<file path="config.mk">
export PLATFORM = sky130hd
export DESIGN_NAME = paddle_pos_ctrl_flat
export DESIGN_NICKNAME = d
export VERILOG_FILES = /design/src/rtl/paddle_pos_ctrl_if.sv /design/src/rtl/paddle_pos_ctrl.sv /design/src/flat_wrapper.sv
export SDC_FILE = /design/constraint.sdc
export NUM_CORES = 1
export LEC_CHECK = 0
export BUFFER_PORTS_ARGS = -buffer_cell sky130_fd_sc_hd__buf_2
export CAP_MARGIN = 40
export CORE_UTILIZATION = 43
export DETAILED_ROUTE_END_ITERATION = 8
export GPL_TIMING_DRIVEN = 1
export PLACE_DENSITY = 0.7
export SYNTH_ARGS = -nofsm -noshare
export SYNTH_HDL_FRONTEND = slang
export SYNTH_SLANG_ARGS = --single-unit
</file>
<file path="constraint.sdc">
create_clock -name clk -period 11.4 [get_ports clk]
set_clock_uncertainty 0.05 [all_clocks]
set_input_delay 2.85 -clock clk [delete_from_list [all_inputs] [get_ports clk]]
set_output_delay 2.85 -clock clk [all_outputs]
set_load 0.005 [all_outputs]
</file>
<file path="src/rtl/paddle_pos_ctrl_if.sv">
// Bundles the control, potentiometer and position signals of paddle_pos_ctrl.
// The controller drives the master side; paddle_pos_ctrl is the slave.
interface paddle_pos_ctrl_if #(
  parameter int NUM_CH = 2,
  parameter int POT_W  = 8,
  parameter int POS_W  = 10
);
  logic                    enable;
  logic                    recenter;
  logic [NUM_CH-1:0]       invert_mask;
  logic [NUM_CH*POT_W-1:0] pot_in;
  logic [NUM_CH*POS_W-1:0] pos_out;
  logic                    pos_valid;
  logic                    busy;

  modport master (
    output enable, recenter, invert_mask, pot_in,
    input  pos_out, pos_valid, busy
  );

  modport slave (
    input  enable, recenter, invert_mask, pot_in,
    output pos_out, pos_valid, busy
  );
endinterface

</file>
<file path="src/rtl/paddle_pos_ctrl.sv">
// Turns NUM_CH potentiometer readings into clamped, dead-banded, slew-limited paddle
// positions, one channel per cycle after each periodic tick.
module paddle_pos_ctrl #(
  parameter int NUM_CH   = 2,
  parameter int POT_W    = 8,
  parameter int POS_W    = 10,
  parameter int SHIFT    = 1,
  parameter int OFFSET   = 41,
  parameter int POS_MAX  = 430,
  parameter int MAX_STEP = 16,
  parameter int DEADBAND = 2,
  parameter int TICK_W   = 20
) (
  input  logic             clk,
  input  logic             reset,
  paddle_pos_ctrl_if.slave bus
);

  localparam int CH_W = (NUM_CH > 1) ? $clog2(NUM_CH) : 1;
  localparam int IW   = (((POT_W + SHIFT) > POS_W) ? (POT_W + SHIFT) : POS_W) + 1;

  localparam logic [CH_W-1:0]  LAST_CH    = CH_W'(NUM_CH - 1);
  localparam logic [POS_W-1:0] CENTER     = POS_W'(POS_MAX >> 1);
  localparam logic [IW-1:0]    OFFSET_W   = IW'(OFFSET);
  localparam logic [IW-1:0]    POS_MAX_W  = IW'(POS_MAX);
  localparam logic [IW-1:0]    STEP_W     = IW'(MAX_STEP);
  localparam logic [IW-1:0]    DEADBAND_W = IW'(DEADBAND);

  typedef enum logic [1:0] {IDLE, SCAN, DONE} state_e;

  state_e                  state_q, state_d;
  logic [TICK_W-1:0]       tick_cnt_q;
  logic [CH_W-1:0]         ch_q;
  logic [NUM_CH*POT_W-1:0] sample_q;
  logic [NUM_CH*POS_W-1:0] pos_q;
  logic                    tick;

  logic [POT_W-1:0] pot_sel;
  logic [IW-1:0]    raw, target, pos_cur, diff;
  logic [POS_W-1:0] pos_next;

  assign tick        = bus.enable & (&tick_cnt_q);
  assign bus.pos_out = pos_q;

  // NOTE: sequential state uses non-blocking assignments so every register samples
  // the pre-edge values of the others, independent of block evaluation order.
  always_ff @(posedge clk or posedge reset) begin
    if (reset) begin
      tick_cnt_q <= '0;
    end else if (bus.recenter) begin
      tick_cnt_q <= '0;
    end else if (bus.enable) begin
      tick_cnt_q <= tick_cnt_q + 1'b1;
    end
  end

  always_ff @(posedge clk or posedge reset) begin
    if (reset) begin
      state_q <= IDLE;
    end else if (bus.recenter) begin
      state_q <= IDLE;
    end else begin
      state_q <= state_d;
    end
  end

  // NOTE: every combinational output gets a default before the case so no path
  // leaves it unassigned, which would otherwise infer a latch.
  always_comb begin
    state_d = state_q;
    case (state_q)
      IDLE:    if (tick) state_d = SCAN;
      SCAN:    if (ch_q == LAST_CH) state_d = DONE;
      DONE:    state_d = IDLE;
      default: state_d = IDLE;
    endcase
  end

  always_comb begin
    bus.pos_valid = 1'b0;
    bus.busy      = 1'b0;
    case (state_q)
      SCAN:    bus.busy = 1'b1;
      DONE: begin
        bus.busy      = 1'b1;
        bus.pos_valid = 1'b1;
      end
      default: ;
    endcase
  end

  // Channel arithmetic for the channel currently being scanned.
  always_comb begin
    pot_sel = sample_q[int'(ch_q)*POT_W +: POT_W];
    if (bus.invert_mask[ch_q]) pot_sel = ~pot_sel;
    raw = IW'(pot_sel) << SHIFT;

    if (raw < OFFSET_W)                target = '0;
    else if (raw - OFFSET_W > POS_MAX_W) target = POS_MAX_W;
    else                               target = raw - OFFSET_W;

    pos_cur = IW'(pos_q[int'(ch_q)*POS_W +: POS_W]);
    diff    = (target >= pos_cur) ? (target - pos_cur) : (pos_cur - target);

    // Stepping toward target from an in-range position never leaves [0, POS_MAX].
    if (diff <= DEADBAND_W)                   pos_next = POS_W'(pos_cur);
    else if (MAX_STEP == 0 || diff <= STEP_W) pos_next = POS_W'(target);
    else if (target > pos_cur)                pos_next = POS_W'(pos_cur + STEP_W);
    else                                      pos_next = POS_W'(pos_cur - STEP_W);
  end

  always_ff @(posedge clk or posedge reset) begin
    if (reset) begin
      ch_q     <= '0;
      sample_q <= '0;
      pos_q    <= '0;
    end else if (bus.recenter) begin
      ch_q  <= '0;
      pos_q <= {NUM_CH{CENTER}};
    end else begin
      case (state_q)
        IDLE: begin
          if (tick) begin
            sample_q <= bus.pot_in;
            ch_q     <= '0;
          end
        end
        SCAN: begin
          pos_q[int'(ch_q)*POS_W +: POS_W] <= pos_next;
          if (ch_q != LAST_CH) ch_q <= ch_q + 1'b1;
        end
        default: ;
      endcase
    end
  end

endmodule

</file>
<file path="src/flat_wrapper.sv">
// flat-port wrapper written by rule: the top's interface ports become plain ports
module paddle_pos_ctrl_flat 
#(
  parameter int NUM_CH   = 2,
  parameter int POT_W    = 8,
  parameter int POS_W    = 10,
  parameter int SHIFT    = 1,
  parameter int OFFSET   = 41,
  parameter int POS_MAX  = 430,
  parameter int MAX_STEP = 16,
  parameter int DEADBAND = 2,
  parameter int TICK_W   = 20
)
  (clk, reset, bus_enable, bus_recenter, bus_invert_mask, bus_pot_in, bus_pos_out, bus_pos_valid, bus_busy);
  paddle_pos_ctrl_if #(.NUM_CH(NUM_CH), .POT_W(POT_W), .POS_W(POS_W)) bus_i ();
  input  logic clk;
  input  logic reset;
  input wire logic [$bits(bus_i.enable)-1:0] bus_enable;
  input wire logic [$bits(bus_i.recenter)-1:0] bus_recenter;
  input wire logic [$bits(bus_i.invert_mask)-1:0] bus_invert_mask;
  input wire logic [$bits(bus_i.pot_in)-1:0] bus_pot_in;
  output wire logic [$bits(bus_i.pos_out)-1:0] bus_pos_out;
  output wire logic [$bits(bus_i.pos_valid)-1:0] bus_pos_valid;
  output wire logic [$bits(bus_i.busy)-1:0] bus_busy;
  assign bus_i.enable = bus_enable;
  assign bus_i.recenter = bus_recenter;
  assign bus_i.invert_mask = bus_invert_mask;
  assign bus_i.pot_in = bus_pot_in;
  assign bus_pos_out = bus_i.pos_out;
  assign bus_pos_valid = bus_i.pos_valid;
  assign bus_busy = bus_i.busy;
  paddle_pos_ctrl #(.NUM_CH(NUM_CH), .POT_W(POT_W), .POS_W(POS_W), .SHIFT(SHIFT), .OFFSET(OFFSET), .POS_MAX(POS_MAX), .MAX_STEP(MAX_STEP), .DEADBAND(DEADBAND), .TICK_W(TICK_W)) u_core (.clk(clk), .reset(reset), .bus(bus_i));
endmodule
</file>
Word level (Yosys, flattened, before mapping)
Index checks and enable logic that the tools add are counted.
{"block": "word_totals", "output_inout_bits": 22, "register_bits": 59, "in_bits": 22}
{"block": "op_classes", "eq_ne": 4, "n_mul": 1, "magnitude_cmp": 7, "add_sub_neg": 8, "n_reduce_logical": 9, "n_bitwise": 3, "mux": 24, "n_shift": 4}
{"cell": "20-bit 2-to-1 mux", "count": 4}
{"cell": "11-bit 2-to-1 mux", "count": 3}
{"cell": "32-bit negator with 33-bit output", "count": 1}
{"cell": "10-bit by 33-bit variable shift with 20-bit output, first input constant", "count": 1}
{"cell": "10-bit by 33-bit variable part select with 20-bit output", "count": 1}
{"cell": "20-bit by 32-bit variable part select with 10-bit output", "count": 1}
{"cell": "10-bit 2-to-1 mux", "count": 3}
{"cell": "20-bit by 1-bit adder with 20-bit output, second input constant", "count": 1}
{"cell": "20-bit bitwise mux", "count": 1}
{"cell": "20-bit AND reduction", "count": 1}
{"cell": "16-bit by 5-bit variable part select with 8-bit output", "count": 1}
{"cell": "11-bit by 10-bit greater-or-equal comparator with 1-bit output", "count": 1}
{"cell": "11-bit by 10-bit greater-than comparator with 1-bit output", "count": 1}
{"cell": "11-bit by 9-bit greater-than comparator with 1-bit output, second input constant", "count": 1}
{"cell": "11-bit by 2-bit less-or-equal comparator with 1-bit output, second input constant", "count": 1}
{"cell": "11-bit by 5-bit less-or-equal comparator with 1-bit output, second input constant", "count": 1}
{"cell": "10-bit by 11-bit subtractor with 11-bit output", "count": 1}
{"cell": "11-bit by 10-bit subtractor with 11-bit output", "count": 1}
{"cell": "10-bit by 5-bit adder with 10-bit output, second input constant", "count": 1}
{"cell": "10-bit by 5-bit subtractor with 10-bit output, second input constant", "count": 1}
{"cell": "9-bit by 6-bit subtractor with 10-bit output, second input constant", "count": 1}
{"cell": "9-bit by 6-bit less-than comparator with 1-bit output, second input constant", "count": 1}
{"cell": "8-bit 2-to-1 mux", "count": 1}
{"cell": "8-bit NOT", "count": 1}
{"cell": "18 further kinds", "count": 29}

Longest topological paths before layout
Gate-level depths: netlist of run 1.
{"block": "logic_depth", "word_depth": 16, "depth_mapped": 28, "ltp_nobuf": 26}

Worst setup path after synthesis of run 1
OpenSTA, ideal clock, no wires.
{"block": "synth_timing", "path_type": "input port to flip-flop", "from": "input bus_invert_mask[1]", "to": "register u_core.pos_q[19], in the netlist u_core.bus.pos_out[19]", "path_stages": 27, "arrival_time_ps": 7478, "slack_ps": 3722, "cell_sequence": "buf_2 -> xor2_1 -> mux2i_1 -> ha_1 -> o21ai_0 -> a22o_1 -> nand3_1 -> a211oi_1 -> a21oi_1 -> a21oi_1 -> inv_1 -> ha_1 -> buf_2 -> and3_1 -> o21ai_1 -> a21oi_2 -> or2_1 -> nand2_1 -> ha_1 -> nor2b_1 -> o21ai_0 -> nand2b_1 -> a21oi_1 -> xnor2_1 -> xnor2_1 -> a2bb2oi_1 -> a311oi_1"}
{"block": "synth_between", "elab_chain_cells": 16, "word_cells_on_any_way": 22}
{"element": "start, declared", "line": "flat_wrapper.sv:20", "source": "input wire logic [$bits(bus_i.invert_mask)-1:0] bus_invert_mask;"}
{"element": "1-bit 2-to-1 mux (not written as such) * (2 in series)", "line": "paddle_pos_ctrl.sv:95", "source": "if (bus.invert_mask[ch_q]) pot_sel = ~pot_sel;"}
{"element": "8-bit 2-to-1 mux *", "line": "paddle_pos_ctrl.sv:95"}
{"element": "9-bit by 6-bit subtractor with 10-bit output", "line": "paddle_pos_ctrl.sv:99, paddle_pos_ctrl.sv:100"}
{"element": "11-bit by 9-bit greater-than comparator with 1-bit output", "line": "paddle_pos_ctrl.sv:99", "source": "else if (raw - OFFSET_W > POS_MAX_W) target = POS_MAX_W;"}
{"element": "11-bit 2-to-1 mux", "line": "paddle_pos_ctrl.sv:99"}
{"element": "11-bit 2-to-1 mux *", "line": "paddle_pos_ctrl.sv:98", "source": "if (raw < OFFSET_W) target = '0;"}
{"element": "10-bit by 11-bit subtractor with 11-bit output, or another cell as far along", "line": "paddle_pos_ctrl.sv:103", "source": "diff = (target >= pos_cur) ? (target - pos_cur) : (pos_cur - target);"}
{"element": "11-bit 2-to-1 mux", "line": "paddle_pos_ctrl.sv:103"}
{"element": "11-bit by 5-bit less-or-equal comparator with 1-bit output", "line": "paddle_pos_ctrl.sv:107", "source": "else if (MAX_STEP == 0 || diff <= STEP_W) pos_next = POS_W'(target);"}
{"element": "10-bit 2-to-1 mux", "line": "paddle_pos_ctrl.sv:107"}
{"element": "10-bit 2-to-1 mux *", "line": "paddle_pos_ctrl.sv:106", "source": "if (diff <= DEADBAND_W) pos_next = POS_W'(pos_cur);"}
{"element": "10-bit by 33-bit variable part select with 20-bit output *", "line": "paddle_pos_ctrl.sv:129", "source": "pos_q[int'(ch_q)*POS_W +: POS_W] <= pos_next;"}
{"element": "20-bit bitwise mux *", "line": "paddle_pos_ctrl.sv:129"}
{"element": "20-bit 2-to-1 mux *", "line": "paddle_pos_ctrl.sv:121", "source": "case (state_q)"}
{"element": "20-bit 2-to-1 mux *", "line": "paddle_pos_ctrl.sv:117", "source": "end else if (bus.recenter) begin"}
{"element": "end signal, assigned", "line": "paddle_pos_ctrl.sv:119", "source": "pos_q <= {NUM_CH{CENTER}};"}
{"element": "end signal, assigned by index", "line": "paddle_pos_ctrl.sv:129"}
{"element": "end, declared", "line": "paddle_pos_ctrl.sv:35", "source": "logic [NUM_CH*POS_W-1:0] pos_q;"}
Mark *: on every way between the ends. The rest lies on a longest branch, timed or not. The select of a mux whose other input is x is not followed.
A chain may end at the register's enable or synchronous reset.

Worst setup path in the final report of run 1
Same ends and word-level chain as after synthesis.

==> results of run 1 <==
-- sequential cells by signal, summed over array words and instances (netlist names) --
name,flops
u_core.tick_cnt_q,20
u_core.bus.pos_out,20
u_core.sample_q,16
u_core.ch_q,1
u_core.state_q,2
-- power breakdown --
part | total (mW) | internal (mW) | switching (mW) | leakage [nW]
clock network | 0.185 | 0.104 | 0.0815 | 0.0950
registers | 0.214 | 0.212 | 0.00231 | 0.760
logic | 0.196 | 0.0772 | 0.119 | 1.48
-- per-layer routing --
metal  global-route usage (%)  vias to the layer above
met4                     7.74                        0
li1                         -                     1875
met2                     32.4                      103
met3                     4.14                       15
met1                     27.4                     1858
met5                        0                        -
-- cells in the final DEF (no fill, tap or decap), drive strengths merged, types with 3 or more instances in the layout --
cell,n
xnor2,22
o32ai,4
xor2,26
nand3,16
a21o,6
o22ai,4
fa,3
a211oi,4
mux2,25
dfrtp,59
or3,3
mux2i,25
o21a,4
ha,31
nor4,4
o21ai,21
a21oi,32
nand2b,10
and3,3
nand4,9
buf,47
a22oi,3
nor3,9
nand3b,4
a32oi,3
a21boi,3
inv,30
or2,7
o31ai,3
conb,3
clkbuf,11
and2,7
nor2b,5
nand2,29
nor2,57
o21bai,3
-- synthesized netlist by cell type, types with 3 or more instances --
| master | count | area share (%) |
|---|---|---|
| xnor2_1 | 22 | 4.2 |
| buf_2 | 10 | 1.1 |
| a32oi_1 | 3 | 0.57 |
| mux2i_1 | 25 | 5.4 |
| nand4_1 | 8 | 1.1 |
| a21o_1 | 6 | 0.97 |
| nor2b_1 | 5 | 0.68 |
| a21oi_1 | 30 | 3.2 |
| o32ai_1 | 4 | 0.76 |
| and2_1 | 6 | 0.81 |
| nand3_1 | 15 | 1.6 |
| o21bai_1 | 3 | 0.49 |
| nor2_1 | 57 | 4.6 |
| or2_2 | 5 | 0.68 |
| a22oi_1 | 3 | 0.49 |
| nor3_1 | 7 | 0.76 |
| nor4_1 | 4 | 0.54 |
| a21boi_0 | 3 | 0.49 |
| nand2b_1 | 10 | 1.4 |
| a211oi_1 | 4 | 0.65 |
| clkbuf_1 | 9 | 0.73 |
| o21a_1 | 4 | 0.65 |
| o21ai_0 | 19 | 2.1 |
| ha_1 | 31 | 8.4 |
| fa_1 | 3 | 1.3 |
| and3_1 | 3 | 0.41 |
| xor2_1 | 26 | 4.9 |
| inv_1 | 30 | 2.4 |
| or3_1 | 3 | 0.41 |
| o22ai_1 | 4 | 0.54 |
| dfrtp_1 | 59 | 32 |
| nand3b_1 | 4 | 0.65 |
| nand2_1 | 29 | 2.3 |
| mux2_2 | 25 | 6.1 |
-- how the worst max path moves through the flow --
stage          cells after the start          startpoint                     end
6_report                          26  bus_invert_mask[1]  u_core.bus.pos_out[19]
5_1_grt                           26  bus_invert_mask[0]  u_core.bus.pos_out[19]
2_1_floorplan                     27  bus_invert_mask[1]  u_core.bus.pos_out[19]
4_1_cts                           26  bus_invert_mask[1]  u_core.bus.pos_out[19]
3_3_place_gp                      26  bus_invert_mask[1]  u_core.bus.pos_out[19]
3_5_place_dp                      26  bus_invert_mask[1]  u_core.bus.pos_out[19]
-- worst max-delay path: stages --
cell and delay, ns:
buf_2 0.22, xor2_1 0.16, mux2i_1 0.16, ha_1 0.28, o21ai_0 0.41, a22o_1 0.23, nand3_1 0.11, a211oi_1 0.28
a31oi_1 0.17, and2_1 0.24, ha_1 0.48, and3_1 0.23, o21ai_1 0.11, a21oi_2 0.26, or2_1 0.25, nand2_1 0.24
ha_1 0.34, a21oi_1 0.14, nor2b_1 0.08, o21ai_0 0.14, nand2b_1 0.07, a21oi_1 0.21, xnor2_1 0.18, xnor2_1 0.11
a2bb2oi_1 0.14, a311oi_1 0.28
-- logic make-up (layout without fill, tap and decap cells) --
logic type	after synthesis	in the layout
muxes	50	50
other	2	3
AOI/OAI and AO/OA	103	103
buffers and inverters	51	91
and+or+nand+nor	168	168
DFF	59	59
xor gates and xnor gates	48	48
adders and majority gates	34	34
-- final cells by class --
class / count / area (um2) / area share [%]
clock buffers: 11 / 141 / 2.74
flip-flops and latches: 59 / 1480 / 28.6
clock inverters: 3 / 40.0 / 0.777
repair buffers: 47 / 258 / 5.00
inverters: 30 / 113 / 2.18
multi-input cells: 406 / 2960 / 57.4
well taps: 136 / 170 / 3.30
==> reports/results.tsv, run 1 <==
stage	metric	value	unit
run_status	outcome	finished clean	
worst_hold_path	Hold Crit Endpoint	u_core.sample_q[14]	
cells_and_area	share of layout cells above drive strength 1	18.5	%
cells_and_area	Non-Filler Instances	692	
clock_network	post-CTS sizing	0	
yosys	Gate Count Post-Synth	515	
placement	pre-CTS WS	2.93	ns
route	met1 WL	4980	um
grt	total grt overflow	0	
yosys	Post-Synth Simple-Gate Area	18.4	%
placement	port bufs	43	
die	Die W	106	um
worst_setup_path	crit path launch type	input port	
worst_hold_path	hold path cells	1	
timing	setup TNS	0	ns
grt	total track usage	20.4	%
timing	# setup viols final	0	
yosys	Yosys reg bits	59	
route	Routed WL per cell	15.7	um
worst_setup_path	CP required	11.60	ns
route	antenna viol nets, final	0	
die	Die Height	106	um
die	Core ar.	10400	um2
clock_network	Root Driver	clkbuf_8	
yosys	Adder-Cell Fraction of Synth Area	9.67	%
worst_setup_path	reg2reg path depth	25	
route	routed wire length	10900	um
worst_setup_path	reg-to-reg critical path endpoint	u_core.bus.pos_out[19]	
pwr	P_leak	2.33	nW
yosys	Syn. warnings	0	
timing	Relative slew margins	48.4	%
route	Met3 Routed Length	573	um
yosys	post-synthesis cell area	4630	um2
timing	final hold vios	0	
yosys	Synth Area in XOR/XNOR	9.07	%
yosys	Synth Area in Compound Gates	14.9	%
die	FP Rows	37	
cells_and_area	Core Util, Final	49.7	%
worst_setup_path	Max FO, Critical Path	10	
timing	min cycle time layout	8.19	ns
timing	Tcrit/Tclk final	71.8	%
worst_setup_path	critical path type	input port to flop	
timing	unrepaired setup endpoints after global routing	no	
yosys	Post-synth top flop	dfrtp_1	
yosys	multiplexer share of the synthesized area	11.5	%
cells_and_area	ANT cells	0	
cells_and_area	Finished Cell Area	5150	um2
grt	largest net degree at the start of global routing	60	
route	Top Layer Used	met4	
yosys	Seq/Total Area, Yosys	31.9	%
worst_setup_path	WP data arrival	8.39	ns
worst_hold_path	hold_sp	u_core.sample_q[14]	
pwr	worst vdd ir	0.0726	mV
die	Die ar.	11200	um2
yosys	syn avg cell area	9.00	um2
worst_setup_path	CP Capture Type	flop	
timing	WHS	0.480	ns
placement	# placed instances	678	
placement	RD Place Congestion	0.903	
worst_hold_path	hold crit path type	flop to flop	
pwr	power after layout	0.596	mW
cells_and_area	Area growth syn-to-layout	11.3	%
route	met2 wire len	5150	um
yosys	Post-synth ARST share	100	%
die	Initial Util	44.7	%
route	first-pass iteration count of the detailed router	4	
clock_network	Worst-Skew Late Latency	0.35	ns
route	# DRC	0	
timing	actual slew at the worst max-slew pin	0.752	ns
clock_network	clk buf depth	2	
cells_and_area	final net count	609	
route	DR vias	3851	
yosys	EDFF count, synth	0	
clock_network	H-tree Lvls	3	
yosys	synth unique cells	60	
grt	initial antenna violation count	0	
clock_network	Setup Buffers After CTS	0	
clock_network	hold buffers post-CTS	0	
placement	DP HPWL	8240	um
grt	number of global-route vias before repair	3745	
timing	Setup WS post-layout	3.21	ns
clock_network	CTS tree	built	
clock_network	Worst-path clk slew	0.07	ns
die	Ports	44	
worst_setup_path	Reg-to-Reg Start	u_core.ch_q	
clock_network	CTS Sinks	59	
pwr	Pwr Density	116	nW/um2
placement	placed cell area	4970	um2
grt	first-pass GRT wire length	18200	um
clock_network	clock buffer count from CTS	9	
yosys	largest family of logic cells by synthesized area	simple AND/OR/NAND/NOR gates	
timing	Pins Over Slew Limit	0	
timing	Achievable Freq	122	MHz
worst_setup_path	r2r setup slk	5.31	ns
run	Max Cap Viol	0	
route	initial DRC count	217	
route	vias per std cell	5.57	
cells_and_area	# fillers	995	
(Power assumes the default switching activity.)
==> run 2, diff against run 1 <==
Settings changed: ABC_AREA set to 1.
Clock period 11.4 ns to 7.7 ns, I/O delays scaled along.
==> reports/results.tsv, run 2 <==
stage	metric	value	unit	change
clock_network	Root Driver	clkbuf_16		
yosys	Synth area leaders	dfrtp_1 27%, nand2_1 21%, inv_1 9.0%		
die	Core ar.	12100	um2	+17%
cells_and_area	Core Util, Final	49.5	%	-0.16 points
yosys	dominant cell type by area after synthesis	dfrtp_1		
grt	total track usage	22.3	%	+1.8 points
yosys	syn avg cell area	6.27	um2	-30%
clock_network	H-tree Lvls	3		unchanged
die	Die ar.	13000	um2	+16%
route	routed wire length	13500	um	+24%
cells_and_area	most common cell after layout, fill and taps aside	nand2_1		
cells_and_area	ANT cells	0		unchanged
grt	number of global-route vias before repair	5043		+35%
route	# DRC	0		unchanged
yosys	Gate Count Post-Synth	858		+67%
worst_setup_path	crit path launch type	input port		
clock_network	CTS tree	built		
yosys	synth unique cells	44		-27%
route	Routed WL per cell	12.6	um	-20%
cells_and_area	Area growth syn-to-layout	11.5	%	
worst_setup_path	Reg-to-Reg Start	u_core.ch_q		
worst_setup_path	CP Capture Type	flop		
worst_setup_path	WP data arrival	6.56	ns	-1.83 ns
clock_network	CTS Sinks	59		unchanged
die	Die Height	114	um	+7.7%
yosys	EDFF count, synth	0		unchanged
yosys	Syn. warnings	0		unchanged
worst_setup_path	CP max stage cell	ha_1		
clock_network	Worst-path clk slew	0.05	ns	-0.02 ns
yosys	Post-synth ARST share	100	%	unchanged
grt	first-pass GRT wire length	23000	um	+26%
yosys	post-synthesis cell area	5380	um2	+16%
placement	# placed instances	1058		+56%
die	Die W	114	um	+7.7%
timing	actual slew at the worst max-slew pin	0.803	ns	+0.0510 ns
yosys	top post-synthesis cells by count	300 x nand2_1, 129 x inv_1, 80 x nor2_1		
grt	total grt overflow	0		unchanged
placement	DP HPWL	10800	um	+31%
timing	setup TNS	0	ns	unchanged
clock_network	post-CTS sizing	0		unchanged
run	Max Cap Viol	0		unchanged
worst_setup_path	Max FO, Critical Path	11		+1
run_status	outcome	finished clean		
die	Ports	44		unchanged
die	FP Rows	40		+8.1%
yosys	Post-synth top flop	dfrtp_1		
cells_and_area	final net count	957		+57%
timing	Relative slew margins	46.5	%	-2.0 points
clock_network	clock buffer count from CTS	9		unchanged
die	Initial Util	44.5	%	-0.23 points
route	vias per std cell	4.91		-12%
route	antenna viol nets, final	0		unchanged
cells_and_area	commonest non-fill, non-tap cells in the layout	300 x nand2_1, 128 x inv_1, 80 x nor2_1		
cells_and_area	Non-Filler Instances	1072		+55%
route	first-pass iteration count of the detailed router	5		+1
yosys	share of the synthesized area in the top cell type	27.4	%	-4.4 points
worst_setup_path	critical path type	input port to flop		
worst_setup_path	reg2reg path depth	32		+28%
worst_hold_path	hold crit path type	flop to flop		
timing	Achievable Freq	156	MHz	
clock_network	Setup Buffers After CTS	0		unchanged
clock_network	Worst-Skew Late Latency	0.33	ns	-0.02 ns
route	initial DRC count	315		+45%
timing	# setup viols final	0		unchanged
timing	Tcrit/Tclk final	83.2	%	
worst_hold_path	hold path cells	1		unchanged
yosys	Yosys reg bits	59		unchanged
route	DR vias	5268		+37%
yosys	most frequent cell after synthesis	nand2_1		
timing	final hold vios	0		unchanged
worst_setup_path	CP required	7.85	ns	-3.75 ns
placement	port bufs	43		unchanged
worst_setup_path	crit-path max cell delay	0.40	ns	-0.08 ns
clock_network	hold buffers post-CTS	0		unchanged
grt	largest net degree at the start of global routing	60		unchanged
placement	RD Place Congestion	0.942		+4.3%
worst_setup_path	crit path from	bus_invert_mask[0]		
timing	min cycle time layout	6.41	ns	
timing	unrepaired setup endpoints after global routing	no		
cells_and_area	# fillers	1295		+30%
yosys	Seq/Total Area, Yosys	27.4	%	-4.4 points
cells_and_area	share of layout cells above drive strength 1	12.9	%	-5.6 points
worst_hold_path	hold_sp	u_core.sample_q[15]		
clock_network	clk buf depth	2		unchanged
worst_setup_path	CP most frequent cell	nand2_1		
grt	initial antenna violation count	0		unchanged
timing	Pins Over Slew Limit	0		unchanged
run 2: metal layers:
| layer | GRT usage, % | up-vias | part of all wire, % |
|---|---|---|---|
| li1 | - | 2744 | - |
| met1 | 28.9 | 2388 | 47 |
| met2 | 37.8 | 110 | 46 |
| met3 | 3.13 | 26 | 4.1 |
| met4 | 8.40 | 0 | 2.7 |
| met5 | 0 | - | 0 |
run 2: logic make-up after synthesis:
family | count (synthesis) | share of synthesized area, %
and+or+nand+nor | 501 | 40.3
xor gates and xnor gates | 11 | 1.79
muxes | 4 | 0.837
buffers and inverters | 154 | 11.7
AOI/OAI and AO/OA | 93 | 9.48
DFF | 59 | 27.4
adders and majority gates | 34 | 8.32
other | 2 | 0.139
run 2: final cells by class:
cell class / instances / area, um2 / share of cell area (%)
clock buffers: 11 / 253 / 4.21
well taps: 168 / 210 / 3.50
clock inverters: 3 / 15.0 / 0.250
multi-input cells: 646 / 3280 / 54.6
flip-flops and latches: 59 / 1480 / 24.6
repair buffers: 46 / 245 / 4.09
inverters: 139 / 522 / 8.69
run 2: metrics by stage:
stage	worst slack, ns	hold slack (ns)	instance area [um2]
6_report	1.29	0.460	6000
5_1_grt	0.737	0.476	6000
4_1_cts	1.30	0.461	6000
3_5_place_dp	0.963	0.450	5730
3_3_place_gp	1.14	0.443	5720
2_1_floorplan	1.81	0.407	5390
run 2: worst max-delay path, delay by kind of cell:
family	cells	cell delay [ns]
adders and majority gates	3	0.93
AOI/OAI and AO/OA	7	1.36
and+or+nand+nor	18	1.78
buffers and inverters	5	0.40
xor gates and xnor gates	1	0.15
run 2: final timing paths:
| check | to | slack [ns] |
|---|---|---|
| worst max-delay path | u_core.bus.pos_out[9] | 1.29 |
| worst min-delay path | u_core.sample_q[15] | 0.46 |
| worst max register to register | u_core.bus.pos_out[9] | 2.27 |
| worst min register to register | u_core.sample_q[15] | 0.46 |
| max in group asynchronous | u_core.tick_cnt_q[3] | 5.34 |
| min in group asynchronous | u_core.sample_q[13] | 1.75 |
Power of run 2 is not shown: default switching activity piles up to over one toggle a cycle in this logic, so the estimate is an artifact.
==> run 3, diff against run 2 <==
Settings changed: ABC_AREA 1 to 0.
Clock period 7.7 ns to 6.1 ns, I/O delays scaled along.
==> reports/results.tsv, run 3 (synthesis results as in run 1) <==
stage	metric	value	unit	change
timing	Pins Over Slew Limit	0		unchanged
timing	final hold vios	0		unchanged
grt	total track usage	22.3	%	+0.034 points
cells_and_area	share of layout cells above drive strength 1	33.4	%	+20 points
cells_and_area	register area	1480	um2	unchanged
worst_setup_path	reg2reg path depth	22		-31%
worst_setup_path	critical path type	input port to flop		
clock_network	clock buffer count from CTS	9		unchanged
worst_hold_path	hold_sp	u_core.sample_q[6]		
timing	Relative slew margins	39.9	%	-6.6 points
worst_setup_path	crit path launch type	input port		
worst_setup_path	crit-path cells	clkbuf_4 > xor2_1 > mux2i_1 > ha_2 > nor2_2 > a211o_1 > nand3_2 > a211oi_4 > a21oi_2 > a21o_1 > inv_1 > ha_1 > a21o_1 > a21oi_4 > a21oi_4 > buf_4 > nor3_4 > mux2i_1 > xor2_1 > nand4_1 > nor3b_4 > buf_6 > mux2i_2 > a22oi_1		
clock_network	clk buf depth	2		unchanged
cells_and_area	commonest non-fill, non-tap cells in the layout	80 x buf_4, 59 x dfrtp_1, 56 x nor2_1		
placement	DP HPWL	9090	um	-16%
placement	# placed instances	749		-29%
worst_setup_path	reg-to-reg critical path endpoint	u_core.bus.pos_out[7]		
cells_and_area	# fillers	906		-30%
worst_setup_path	Reg-to-Reg Start	u_core.ch_q		
run_status	outcome	finished clean		
timing	actual slew at the worst max-slew pin	0.902	ns	+0.0992 ns
grt	initial antenna violation count	0		unchanged
die	Core ar.	10400	um2	-14%
timing	Achievable Freq	168	MHz	
clock_network	hold buffers post-CTS	0		unchanged
die	Die Height	106	um	-7.1%
worst_setup_path	crit path from	bus_invert_mask[0]		
timing	Setup WS post-layout	0.135	ns	-1.16 ns
timing	Tcrit/Tclk final	97.8	%	
placement	RD Place Congestion	0.927		-1.5%
pwr	Pwr Density	213	nW/um2	
timing	setup TNS	0	ns	unchanged
worst_setup_path	crit-path max cell delay	0.35	ns	-0.05 ns
route	initial DRC count	228		-28%
worst_setup_path	r2r setup slk	0.78	ns	-1.49 ns
worst_hold_path	Hold Crit Endpoint	u_core.sample_q[6]		
cells_and_area	final net count	686		-28%
placement	port bufs	43		unchanged
timing	# setup viols final	0		unchanged
worst_hold_path	hold path cells	1		unchanged
die	Die W	106	um	-7.1%
placement	placed cell area	5540	um2	-3.3%
route	antenna viol nets, final	0		unchanged
cells_and_area	area used by multi-input combinational logic	3190	um2	-2.8%
grt	largest net degree at the start of global routing	60		unchanged
cells_and_area	ANT cells	0		unchanged
worst_setup_path	CP top delay family	compound AO/OA/AOI/OAI gates		
clock_network	CTS tree	built		
grt	total grt overflow	0		unchanged
grt	first-pass GRT wire length	19900	um	-13%
worst_setup_path	CP required	6.27	ns	-1.58 ns
run	Max Cap Viol	0		unchanged
route	first-pass iteration count of the detailed router	4		-1
cells_and_area	most common cell after layout, fill and taps aside	buf_4		
grt	number of global-route vias before repair	4204		-17%
clock_network	H-tree Lvls	3		unchanged
pwr	power after layout	1.27	mW	
cells_and_area	Area growth syn-to-layout	28.9	%	
clock_network	Worst-path clk slew	0.07	ns	+0.02 ns
die	Die ar.	11200	um2	-14%
worst_setup_path	CP max stage cell	ha_1		
placement	pre-CTS WS	-0.247	ns	-1.21 ns
die	FP Rows	37		-7.5%
timing	min cycle time layout	5.97	ns	
cells_and_area	Core Util, Final	57.6	%	+8.0 points
cells_and_area	Finished Cell Area	5970	um2	-0.48%
route	DR vias	4153		-21%
cells_and_area	Non-Filler Instances	771		-28%
route	Routed WL per cell	15.8	um	+25%
worst_setup_path	CP Capture Type	flop		
route	# DRC	0		unchanged
worst_hold_path	hold crit path type	flop to flop		
worst_setup_path	worst path buffer plus inverter count	4		-1
pwr	P_leak	2.77	nW	
timing	WHS	0.477	ns	+0.0164 ns
die	Initial Util	44.7	%	+0.23 points
die	Ports	44		unchanged
clock_network	Root Driver	clkbuf_8		
clock_network	Worst-Skew Late Latency	0.34	ns	about the same
route	vias per std cell	5.39		+9.6%
worst_setup_path	WP data arrival	6.13	ns	-0.43 ns
worst_setup_path	Max FO, Critical Path	6		-5
clock_network	CTS Sinks	59		unchanged
pwr	worst vdd ir	0.179	mV	
route	routed wire length	12200	um	-10%
run 3: worst register-to-register path, delay by kind of cell (launching register included):
kind,cells,cell delay (ns)
AOI/OAI and AO/OA,8,1.37
and+or+nand+nor,5,1.07
muxes,3,0.83
DFF,1,0.73
adders and majority gates,2,0.62
buffers and inverters,3,0.37
xor gates and xnor gates,1,0.18
run 3: power by group:
group / total [mW] / switching, mW / internal, mW
registers: 0.401 / 0.00444 / 0.396
logic: 0.517 / 0.276 / 0.241
clock network: 0.352 / 0.154 / 0.198
total: 1.27 / 0.435 / 0.835
run 3: worst max-delay path by stage:
stage	end	slack, ns	cells after the start
finish	u_core.bus.pos_out[7]	0.13	24
global route	u_core.bus.pos_out[19]	-0.07	25
CTS	u_core.bus.pos_out[5]	0.1	22
global placement	u_core.bus.pos_out[5]	-0.16	23
floorplan	u_core.bus.pos_out[19]	0.006	27
detailed placement	u_core.bus.pos_out[5]	-0.25	22
run 3: repair_timing:
action,CTS,global route
gates resized for setup,0,41
setup buffers,0,6
endpoints found under the setup margin,0,20
run 3: layout make-up:
class,count,share of cell area (%)
clock buffer,11,2.37
multi-input combinational,406,53.4
sequential,59,24.7
tap,136,2.85
timing repair buffer,124,13.9
inverter,30,1.89
clock inverter,5,0.880
run 3: metal layers:
metal / routed length [um] / GRT usage [%]
met3: 430 / 3.77
met4: 260 / 6.85
met5: 0 / 0
met2: 6100 / 39.0
met1: 5400 / 28.0
